[src/rtl/freq_uart_report.sv]
// rtl/freq_uart_report.sv - 8N1 UART reporter for latched 8-digit BCD frequency readings
module freq_uart_report #(
    parameter int BAUD_DIV = 434
) (
    input  logic        fpga_clk,
    input  logic        reset,
    input  logic [31:0] bcd_value,
    input  logic        value_valid,
    output logic        uart_tx,
    output logic        busy,
    output logic        dropped
);

    localparam int CW = (BAUD_DIV > 1) ? $clog2(BAUD_DIV) : 1;
    localparam logic [CW-1:0] BAUD_LAST = CW'(BAUD_DIV - 1);

    typedef enum logic [1:0] {IDLE, START, DATA, STOP} state_t;

    state_t        state;
    logic [31:0]   hold;
    logic [CW-1:0] baud_cnt;
    logic [2:0]    bit_idx;
    logic [3:0]    char_idx;
    logic [3:0]    first_idx;
    logic [7:0]    cur_char;
    logic [2:0]    digit_pos;
    logic [3:0]    digit;
    logic          baud_wrap;

    // char_idx encoding: digit k is k+2, CR is 1, LF is 0; it counts down to 0.
    always_comb begin
        first_idx = 4'd2;
        for (int i = 1; i < 8; i++) begin
            if (bcd_value[i*4 +: 4] != 4'd0) first_idx = 4'(i + 2);
        end
    end

    always_comb begin
        digit_pos = 3'(char_idx - 4'd2);
        digit     = hold[{digit_pos, 2'b00} +: 4];
        cur_char  = 8'h0A;
        if (char_idx == 4'd1)
            cur_char = 8'h0D;
        else if (char_idx >= 4'd2)
            cur_char = (digit > 4'd9) ? 8'h3F : {4'h3, digit};
    end

    assign baud_wrap = (baud_cnt == BAUD_LAST);

    always_ff @(posedge fpga_clk or posedge reset) begin
        if (reset) begin
            state    <= IDLE;
            hold     <= '0;
            baud_cnt <= '0;
            bit_idx  <= '0;
            char_idx <= '0;
            uart_tx  <= 1'b1;
            busy     <= 1'b0;
            dropped  <= 1'b0;
        end else begin
            dropped <= value_valid && busy;
            if (state != IDLE)
                baud_cnt <= baud_wrap ? '0 : baud_cnt + CW'(1);
            case (state)
                IDLE: begin
                    if (value_valid) begin
                        hold     <= bcd_value;
                        char_idx <= first_idx;
                        baud_cnt <= '0;
                        bit_idx  <= '0;
                        uart_tx  <= 1'b0;
                        busy     <= 1'b1;
                        state    <= START;
                    end
                end
                START: begin
                    if (baud_wrap) begin
                        uart_tx <= cur_char[0];
                        bit_idx <= 3'd0;
                        state   <= DATA;
                    end
                end
                DATA: begin
                    if (baud_wrap) begin
                        if (bit_idx == 3'd7) begin
                            uart_tx <= 1'b1;
                            state   <= STOP;
                        end else begin
                            uart_tx <= cur_char[bit_idx + 3'd1];
                            bit_idx <= bit_idx + 3'd1;
                        end
                    end
                end
                STOP: begin
                    if (baud_wrap) begin
                        if (char_idx == 4'd0) begin
                            busy  <= 1'b0;
                            state <= IDLE;
                        end else begin
                            char_idx <= char_idx - 4'd1;
                            uart_tx  <= 1'b0;
                            state    <= START;
                        end
                    end
                end
                default: state <= IDLE;
            endcase
        end
    end

endmodule

[config.mk]
export PLATFORM = sky130hd
export DESIGN_NAME = freq_uart_report
export DESIGN_NICKNAME = d
export VERILOG_FILES = /design/src/rtl/freq_uart_report.sv
export SDC_FILE = /design/constraint.sdc
export NUM_CORES = 1
export LEC_CHECK = 0
export ABC_AREA = 0
export CAP_MARGIN = 20
export CORE_ASPECT_RATIO = 0.9
export CORE_MARGIN = 5
export CORE_UTILIZATION = 50
export DETAILED_ROUTE_END_ITERATION = 10
export GPL_TIMING_DRIVEN = 1
export PLACE_DENSITY_LB_ADDON = 0.2
export SLEW_MARGIN = 40
export SYNTH_ARGS = -nofsm -noshare
export SYNTH_HDL_FRONTEND = slang
export SYNTH_SLANG_ARGS = --single-unit
[constraint.sdc]
create_clock -name fpga_clk -period 2.4 [get_ports fpga_clk]
set_clock_uncertainty 0.2 [all_clocks]
set_input_delay 0.48 -clock fpga_clk [delete_from_list [all_inputs] [get_ports fpga_clk]]
set_output_delay 0.48 -clock fpga_clk [all_outputs]
set_load 0.1 [all_outputs]
==> results.json <==
{
  "outcome": "completed",
  "cpPeakStageDelay_ns": 0.42,
  "cts.path.max_buffers": 2,
  "synthXorXnorAreaFrac": 0.00587,
  "synthCells": 267,
  "cp.required_ns": 2.43,
  "cap_violations": 0,
  "worst_slew_pin_slew_ns": 0.466,
  "rows": 26,
  "fin_crit_ns": 2.23,
  "dpl_worst_slack_ns": -0.125,
  "cts.htree.levels": 2,
  "firstDrtPassIters": 4,
  "routedWlPerCell_um": 16.5,
  "synth_flop_cell": "dfrtp_1",
  "start_util": 0.521,
  "grt_pass1_vias": 2274,
  "die_y_um": 83.3,
  "ys_types": 55,
  "clk_pin_slew_worst_paths_ns": 0.09,
  "numPortBuffers": 37,
  "utilization": 0.646,
  "max-vdd-ir-drop_mv": 0.329,
  "overflow": 0,
  "avgSynthCellArea_um2": 11.2,
  "end_kind": "register",
  "cp_max_fo": 8,
  "synth_top_family_by_area": "multiplexers",
  "synth_top_area_cell": "dfrtp_1",
  "drc_errors": 0,
  "max_freq_mhz": 449,
  "yosys_warnings": 0,
  "yosys-top-cells-area": "dfrtp_1 (44%), mux2_2 (14%), ha_1 (5.5%), o21ai_0 (4.2%), nand2_1 (2.6%)",
  "maxSlewViolCount": 0,
  "ant_nets": 0,
  "hold_ws_ns": 0.236,
  "fin_nets": 375,
  "reg2regPathDepth": 8,
  "p_leak_nw": 1.74,
  "synth_compound_area_frac": 0.121,
  "dp_cells": 388,
  "fp.dieW_um": 91.4,
  "final_hold_viol_count": 0,
  "dp_hpwl_um": 5150,
  "clk_latency_ns": 0.30,
  "worstPathArrival_ns": 2.26,
  "die_area_um2": 7610,
  "critPathLaunchType": "register",
  "vias_per_cell": 5.65,
  "ys_seq_area_frac": 0.445,
  "post-route-period-util": 0.928,
  "synth_edf_count": 0,
  "cpLargestDelayFamily": "multiplexers",
  "diodes": 0,
  "synth.cell_area_um2": 2980,
  "fin_cells": 398,
  "tritoncts": "built",
  "yosysTopAreaCellShare": 0.436,
  "synth_fp_nets": 315,
  "p_per_area_nw_per_um2": 400,
  "regToRegStartpoint": "char_idx[1]",
  "yosys-top-cells-count": "dfrtp_1 (52), mux2_2 (36), o21ai_0 (25)",
  "wirelength_um": 6590,
  "area_growth_pct": 24.0,
  "regToRegEndpoint": "uart_tx",
  "num_vias": 2250,
  "ctsHoldBuffers": 0,
  "grt_pass1_wl_um": 11100,
  "worst-path-buf-inv": 2,
  "hold_path_class": "in2async",
  "clkSinkCount": 53,
  "max-slew-margin-rel": 0.687,
  "synth_fa_ha_area_frac": 0.0545,
  "yosys.cell_count.top_type": "dfrtp_1",
  "drt_iter0_markers": 108,
  "crit_chain": "inv_4 > ha_4 > mux4_1 > mux2_2 > inv_1 > o211ai_1 > a22oi_1 > a31oi_1",
  "grt_usage": 0.178,
  "reg2reg_slack_ns": 0.17,
  "timing.final.ws_setup_ns": 0.174,
  "antenna_found_initial": 0,
  "crit_path_top_delay_cell": "dfrtp_1",
  "core_area_um2": 5730,
  "rsz0062_at_grt": "no",
  "ctsRootBufferMaster": "clkbuf_8",
  "yosys.area_share.simple": 0.136,
  "gp_congestion": 0.833,
  "synth-seq-cells": 53,
  "grt_max_degree": 33,
  "numCtsBuffers": 5,
  "setup_viol": 0,
  "crit_type": "reg2reg",
  "synth_async_sr_flop_share": 1.00,
  "drive_gt1_frac": 0.268,
  "synth_mux_area_frac": 0.204,
  "total_power_mw": 1.48,
  "io_pins": 38
}
worst register-to-register path: cells and delay by family (launching register included):
family / cells / cell delay [ns]
AOI/OAI and AO/OA: 3 / 0.42
adders and majority gates: 1 / 0.32
DFF: 1 / 0.42
muxes: 2 / 0.64
buffers and inverters: 2 / 0.14
per-stage QoR:
stage	TNS (ns)	area, µm²
floorplan	0	2980
global placement	-0.0871	3570
detailed placement	-0.250	3570
CTS	0	3650
global route	0	3700
finish	0	3700
cell families (layout without fill, tap and decap cells):
group | count (synthesis) | in the layout
and+or+nand+nor | 74 | 74
buffers and inverters | 18 | 79
AOI/OAI and AO/OA | 58 | 58
xor gates and xnor gates | 2 | 2
muxes | 49 | 49
adders and majority gates | 13 | 13
DFF | 53 | 53
worst max-delay path by stage:
stage | startpoint | to | slack [ns] | depth (start not counted)
finish | char_idx[1] | uart_tx | 0.17 | 8
floorplan | bit_idx[0] | uart_tx | 0.03 | 8
detailed placement | bcd_value[30] | char_idx[2] | -0.12 | 6
global route | bit_idx[0] | uart_tx | 0.03 | 8
CTS | char_idx[0] | uart_tx | 0.02 | 6
global placement | bcd_value[29] | char_idx[2] | -0.06 | 6
cell usage in the layout (no fill, tap or decap), types with 7 or more instances in the layout:
cell / count
inv_1: 7
mux2_2: 36
a21oi_1: 7
ha_1: 12
nand2_1: 21
mux2i_1: 7
dfrtp_1: 51
buf_4: 25
clkdlybuf4s50_1: 34
o21ai_0: 25
nor2_1: 11
report_power, final:
part           internal [mW]  switching (mW)  total [mW]
combinational         0.0591          0.0371      0.0962
clock                  0.203           0.287       0.490
sequential             0.892               0       0.892
final cells by class:
| class | count | area (µm²) |
|---|---|---|
| Timing Repair Buffer | 62 | 588 |
| Multi-Input combinational cell | 196 | 1570 |
| Clock buffer | 6 | 72.6 |
| Fill cell | 493 | 2030 |
| Sequential cell | 53 | 1330 |
| Clock inverter | 2 | 10.0 |
| Tap cell | 70 | 87.6 |
| Inverter | 9 | 36.3 |
sequential cells by signal, indices dropped and copies added (netlist names):
register  flops
baud_cnt      9
char_idx      4
dropped       1
bit_idx       3
uart_tx       1
busy          1
state         2
hold         32
routing by layer:
layer,global-route usage,share of wire
met5,0,0
met1,0.265,0.51
met2,0.267,0.44
met4,0.0400,0.0077
met3,0.0335,0.040
timing repair:
action | 4_1_cts | 5_1_grt
pin swaps | 0 | 1
gates cloned | 0 | 0
endpoints found under the hold margin | 0 | 0
gates resized for setup | 1 | 3
endpoints found under the setup margin | 1 | 1
buffers inserted | 0 | 2
Power figures use the tool's default switching activity.
